$ cat src/rtl/button_bank.sv
// button_bank: per-channel 2-flop synchroniser, debouncer and registered press/release pulses.
// Define BUTTON_REPEAT_EN to add auto-repeat press pulses while a button stays held.
module button_bank #(
  parameter int unsigned N_BTN         = 4,
  parameter int unsigned DEB_CYCLES    = 16,
  parameter int unsigned REPEAT_DELAY  = 1000,
  parameter int unsigned REPEAT_PERIOD = 200
) (
  input  logic             CLK,
  input  logic             RESETn,
  input  logic [N_BTN-1:0] iExtBtn,
  output logic [N_BTN-1:0] oIntBtn,
  output logic [N_BTN-1:0] oRelBtn,
  output logic [N_BTN-1:0] oLevel
);

  localparam int unsigned CNT_W = $clog2(DEB_CYCLES + 1);
  localparam logic [CNT_W-1:0] CNT_DONE = CNT_W'(DEB_CYCLES);

  if (N_BTN < 1 || N_BTN > 32 || DEB_CYCLES < 1 || DEB_CYCLES > (1 << 20) ||
      REPEAT_DELAY < 1 || REPEAT_PERIOD < 1) begin : g_bad_cfg
    $error("button_bank: parameter out of range");
  end

  logic [N_BTN-1:0] sync1_q;
  logic [N_BTN-1:0] sync2_q;
  logic [N_BTN-1:0] level_d;
  logic [N_BTN-1:0] int_d;
  logic [N_BTN-1:0] rel_d;
  logic [CNT_W-1:0] cnt_q [N_BTN];
  logic [CNT_W-1:0] cnt_d [N_BTN];

`ifdef BUTTON_REPEAT_EN
  localparam int unsigned RPT_MAX = (REPEAT_DELAY > REPEAT_PERIOD) ? REPEAT_DELAY : REPEAT_PERIOD;
  localparam int unsigned RPT_W   = (RPT_MAX > 1) ? $clog2(RPT_MAX) : 1;
  logic [RPT_W-1:0] rpt_q [N_BTN];
  logic [RPT_W-1:0] rpt_d [N_BTN];
`endif

  // Debounce / pulse next-state; pins are active-low, so sync == level means disagreement.
  always_comb begin
    level_d = oLevel;
    int_d   = '0;
    rel_d   = '0;
    for (int unsigned i = 0; i < N_BTN; i++) begin
      cnt_d[i] = '0;
`ifdef BUTTON_REPEAT_EN
      rpt_d[i] = '0;
`endif
      if (cnt_q[i] == CNT_DONE) begin
        level_d[i] = ~oLevel[i];
        int_d[i]   = ~oLevel[i];
        rel_d[i]   = oLevel[i];
`ifdef BUTTON_REPEAT_EN
        if (!oLevel[i]) rpt_d[i] = RPT_W'(REPEAT_DELAY - 1);
`endif
      end else begin
        if (sync2_q[i] == oLevel[i]) cnt_d[i] = cnt_q[i] + CNT_W'(1);
`ifdef BUTTON_REPEAT_EN
        // Down-counter reloads on each repeat pulse; idles at zero while released.
        if (oLevel[i]) begin
          if (rpt_q[i] == '0) begin
            int_d[i] = 1'b1;
            rpt_d[i] = RPT_W'(REPEAT_PERIOD - 1);
          end else begin
            rpt_d[i] = rpt_q[i] - RPT_W'(1);
          end
        end
`endif
      end
    end
  end

  always_ff @(posedge CLK) begin
    if (!RESETn) begin
      sync1_q <= '1;
      sync2_q <= '1;
      oLevel  <= '0;
      oIntBtn <= '0;
      oRelBtn <= '0;
      for (int unsigned i = 0; i < N_BTN; i++) begin
        cnt_q[i] <= '0;
`ifdef BUTTON_REPEAT_EN
        rpt_q[i] <= '0;
`endif
      end
    end else begin
      sync1_q <= iExtBtn;
      sync2_q <= sync1_q;
      oLevel  <= level_d;
      oIntBtn <= int_d;
      oRelBtn <= rel_d;
      for (int unsigned i = 0; i < N_BTN; i++) begin
        cnt_q[i] <= cnt_d[i];
`ifdef BUTTON_REPEAT_EN
        rpt_q[i] <= rpt_d[i];
`endif
      end
    end
  end

endmodule

$ cat config.mk
export PLATFORM = sky130hd
export DESIGN_NAME = button_bank
export DESIGN_NICKNAME = d
export VERILOG_FILES = /design/src/rtl/button_bank.sv
export SDC_FILE = /design/constraint.sdc
export NUM_CORES = 1
export LEC_CHECK = 0
export CAP_MARGIN = 30
export CORE_MARGIN = 2
export CORE_UTILIZATION = 30
export CTS_BUF_LIST = sky130_fd_sc_hd__clkbuf_8
export CTS_CLUSTER_SIZE = 16
export DETAILED_ROUTE_END_ITERATION = 7
export SLEW_MARGIN = 25
export SYNTH_ARGS = -nofsm -noshare
export SYNTH_HDL_FRONTEND = slang
export SYNTH_SLANG_ARGS = --single-unit
export TNS_END_PERCENT = 5
$ cat constraint.sdc
create_clock -name CLK -period 1.1 [get_ports CLK]
set_input_delay 0.22 -clock CLK [delete_from_list [all_inputs] [get_ports CLK]]
set_output_delay 0.22 -clock CLK [all_outputs]
set_load 0.02 [all_outputs]
==> results.sh <==
export IMPL_comb_power_share=0.031
export IMPL_cap_violations=0
export IMPL_final_period_utilization=1.115
export IMPL_hold_ws_ps=407.8
export IMPL_syn_area_per_cell_sq_um=10.41
export IMPL_tns_ps=-1908
export IMPL_core_sq_um=4723
export IMPL_setup_ws_ps=-126.1
export IMPL_fin_skew_ps=6.634
export IMPL_holdPathStages=1
export IMPL_synth_cell_types=17
export IMPL_r2r_end="cnt_q[1][0]"
export IMPL_grt_max_degree=26
export IMPL_route_detailed_drc=0
export IMPL_hold_violations=0
export IMPL_synth_top_family_by_area="simple AND/OR/NAND/NOR gates"
export IMPL_pre_cts_slack_ps=-217.1
export IMPL_p_leak_uw=0.0008857
export IMPL_r2r_start="cnt_q[1][1]"
export IMPL_diodes=0
export IMPL_crit_type="register to register"
export IMPL_grt_pass1_wl_um=4533
export IMPL_nets=199
export IMPL_arrival_ps=1450
export IMPL_dieArea_sq_um=5507
export IMPL_status="finished, violations left"
export IMPL_drtPass1Iterations=4
export IMPL_fin_crit_ps=1226
export IMPL_min_delay_start="sync1_q[0]"
export IMPL_crit_required_ps=1330
export IMPL_synth_compound_area_frac=0
export IMPL_die_height_um=74.21
export IMPL_insertion_delay_ps=290
export IMPL_start_util=0.3131
export IMPL_drv_slew=0
export IMPL_fmax_mhz=815.6
export IMPL_placed_cells=241
export IMPL_end_kind="register"
export IMPL_grt_pass1_vias=1083
export IMPL_gr_total_overflow=0
export IMPL_gp_congestion=0.7749
export IMPL_track_usage=0.1095
export IMPL_num_vias=1020
export IMPL_cts_sinks=40
export IMPL_dr_first_iter_drc_count=26
export IMPL_ioPinCount=18
export IMPL_min_to="sync2_q[0]"
export IMPL_violations="negative setup slack"
export IMPL_max_clock_path_buffers=2
export IMPL_areaGrowthSynthToFinish_pct=37.82
export IMPL_io_buffers=17
export IMPL_cp_max_fo=5
export IMPL_layout_cells_non_filler=253
export IMPL_wirelength_um=2614
export IMPL_wire_per_inst_um=10.33
export IMPL_synth_adder_area_share=0.06768
export IMPL_drive_above_1_share=0.3925
export IMPL_muxShareOfSynthArea=0
export IMPL_cp_start_kind="register"
export IMPL_die_x_um=74.21
export IMPL_fill_cells=449
export IMPL_synthSimpleGateAreaFrac=0.2369
export IMPL_mostFrequentLayoutCell="dfxtp_1"
export IMPL_slew_headroom=0.8343
export IMPL_synth_area_sq_um=1479
export IMPL_clkTransAtPathRegs_ps=80
export IMPL_tightestPinTransition_ps=246.7
export IMPL_power_density_nw_per_um2=1379
export IMPL_p_int_uw=2256
export IMPL_ctsRootBufferMaster="clkbuf_8"
export IMPL_final_antenna_net_count=0
export IMPL_grt_antenna_before_repair=0
export IMPL_avgViaCountPerCell=4.032
export IMPL_p_sw_uw=554.8
export IMPL_p_clk_frac=0.445
export IMPL_synth_xor_area_frac=0.1184
export IMPL_yosysWarnings=0
export IMPL_seqPwrFrac=0.524
export IMPL_swShare=0.1974
export IMPL_syn_nets=156
export IMPL_hp_class="register to register"
export IMPL_yosysSeqAreaShare=0.5415
export IMPL_finalSetupViolCount=25
export IMPL_dp_final_hpwl_um=1893
export IMPL_rsz0062_at_grt="yes"
export IMPL_ys_ff_latch=40
export IMPL_irDropWorstVdd_v=0.0009105
export IMPL_rows=25
export IMPL_ff2ff_path_depth=5
export IMPL_cts_htree_levels=2
export IMPL_cts_inserted_buffers=5
export IMPL_r2r_setup_slack_ps=-130
export IMPL_layout_common_cells="dfxtp_1 (32), nor2_1 (23), buf_4 (19), buf_2 (12), xor2_1 (11)"
export IMPL_syn_inst=142
export IMPL_total_power_uw=2811
export IMPL_cts_tree="built"
[cell families after synthesis]
| kind of cell | count (synthesis) |
|---|---|
| simple gates | 60 |
| flops | 40 |
| xor+xnor | 20 |
| buf+inv | 14 |
| fa+ha+maj | 8 |
[Yosys cell counts (all sizes together)]
library cell / count / area [sq um]
and3: 5 / 33.78
nand2: 4 / 15.01
or2b: 6 / 45.04
inv: 12 / 45.04
and4bb: 4 / 50.05
nand3b: 4 / 42.54
nand3: 8 / 40.04
and2: 4 / 25.02
ha: 8 / 100.1
xnor2: 9 / 78.83
nand2b: 2 / 12.51
xor2: 11 / 96.34
clkbuf: 2 / 7.510
nor2: 23 / 86.33
dfxtp: 40 / 800.8
[state kept, by name (all words and copies together), names as in the netlist]
name,flops
sync1_q,4
oIntBtn,4
sync2_q,4
cnt_q,20
oRelBtn,4
oLevel,4
[how the worst max path moves through the flow]
stage	endpoint	slack, ps	depth (start not counted)	startpoint
3_5_place_dp	cnt_q[2][3]	-220	4	RESETn
5_1_grt	cnt_q[1][0]	-200	5	cnt_q[1][1]
3_3_place_gp	cnt_q[2][0]	-150	4	RESETn
2_1_floorplan	cnt_q[1][0]	-40	5	cnt_q[1][0]
6_report	cnt_q[1][0]	-130	5	cnt_q[1][1]
4_1_cts	cnt_q[1][2]	-130	5	cnt_q[1][1]
[repair_timing]
action,in CTS,in global routing
buffers inserted,4,0
pin swaps,10,9
endpoints found under the setup margin,36,36
gates resized for setup,50,14
hold buffers,0,0
[power groups by stage]
| stage | clock [uW] | combinational [uW] | sequential (uW) |
|---|---|---|---|
| after floorplan | 0 | 36.0 | 1510 |
| after global placement | 0 | 78.9 | 1510 |
| after detailed placement | 0 | 83.2 | 1510 |
| after CTS | 1280 | 86.0 | 1470 |
| after global routing | 1360 | 96.9 | 1470 |
| final | 1250 | 87.3 | 1470 |
[metal layers]
metal,track usage,vias to the layer above,routed length [um]
met1,0.1138,472,1114
met5,0,-,0
met4,0.04762,0,49
li1,-,528,-
met2,0.1954,15,1338
met3,0.04336,5,111
[per-stage QoR]
step	utilization	cell area [sq um]
after floorplan	-	1496
final	0.4315	2038
after detailed placement	0.3987	1883
after CTS	0.4326	2043
after global placement	0.3987	1883
after global routing	0.4315	2038
[worst max-delay path, cell delays in order (launching register included)]
cell and delay [ps]:
dfxtp_2 340, inv_2 40, ha_4 140, and4bb_2 250, nand3b_1 250, nor2_1 130
[final cells by class]
| type | count | area, sq um | area share |
|---|---|---|---|
| Inverter | 12 | 45.04 | 0.02210 |
| Clock buffer | 6 | 82.58 | 0.04052 |
| Multi-Input combinational cell | 88 | 693.2 | 0.3401 |
| Timing Repair Buffer | 38 | 284.0 | 0.1393 |
| Tap cell | 67 | 83.83 | 0.04113 |
| Sequential cell | 40 | 810.8 | 0.3978 |
| Clock inverter | 2 | 38.79 | 0.01903 |
No activity file was read; power rests on OpenSTA's default activity.
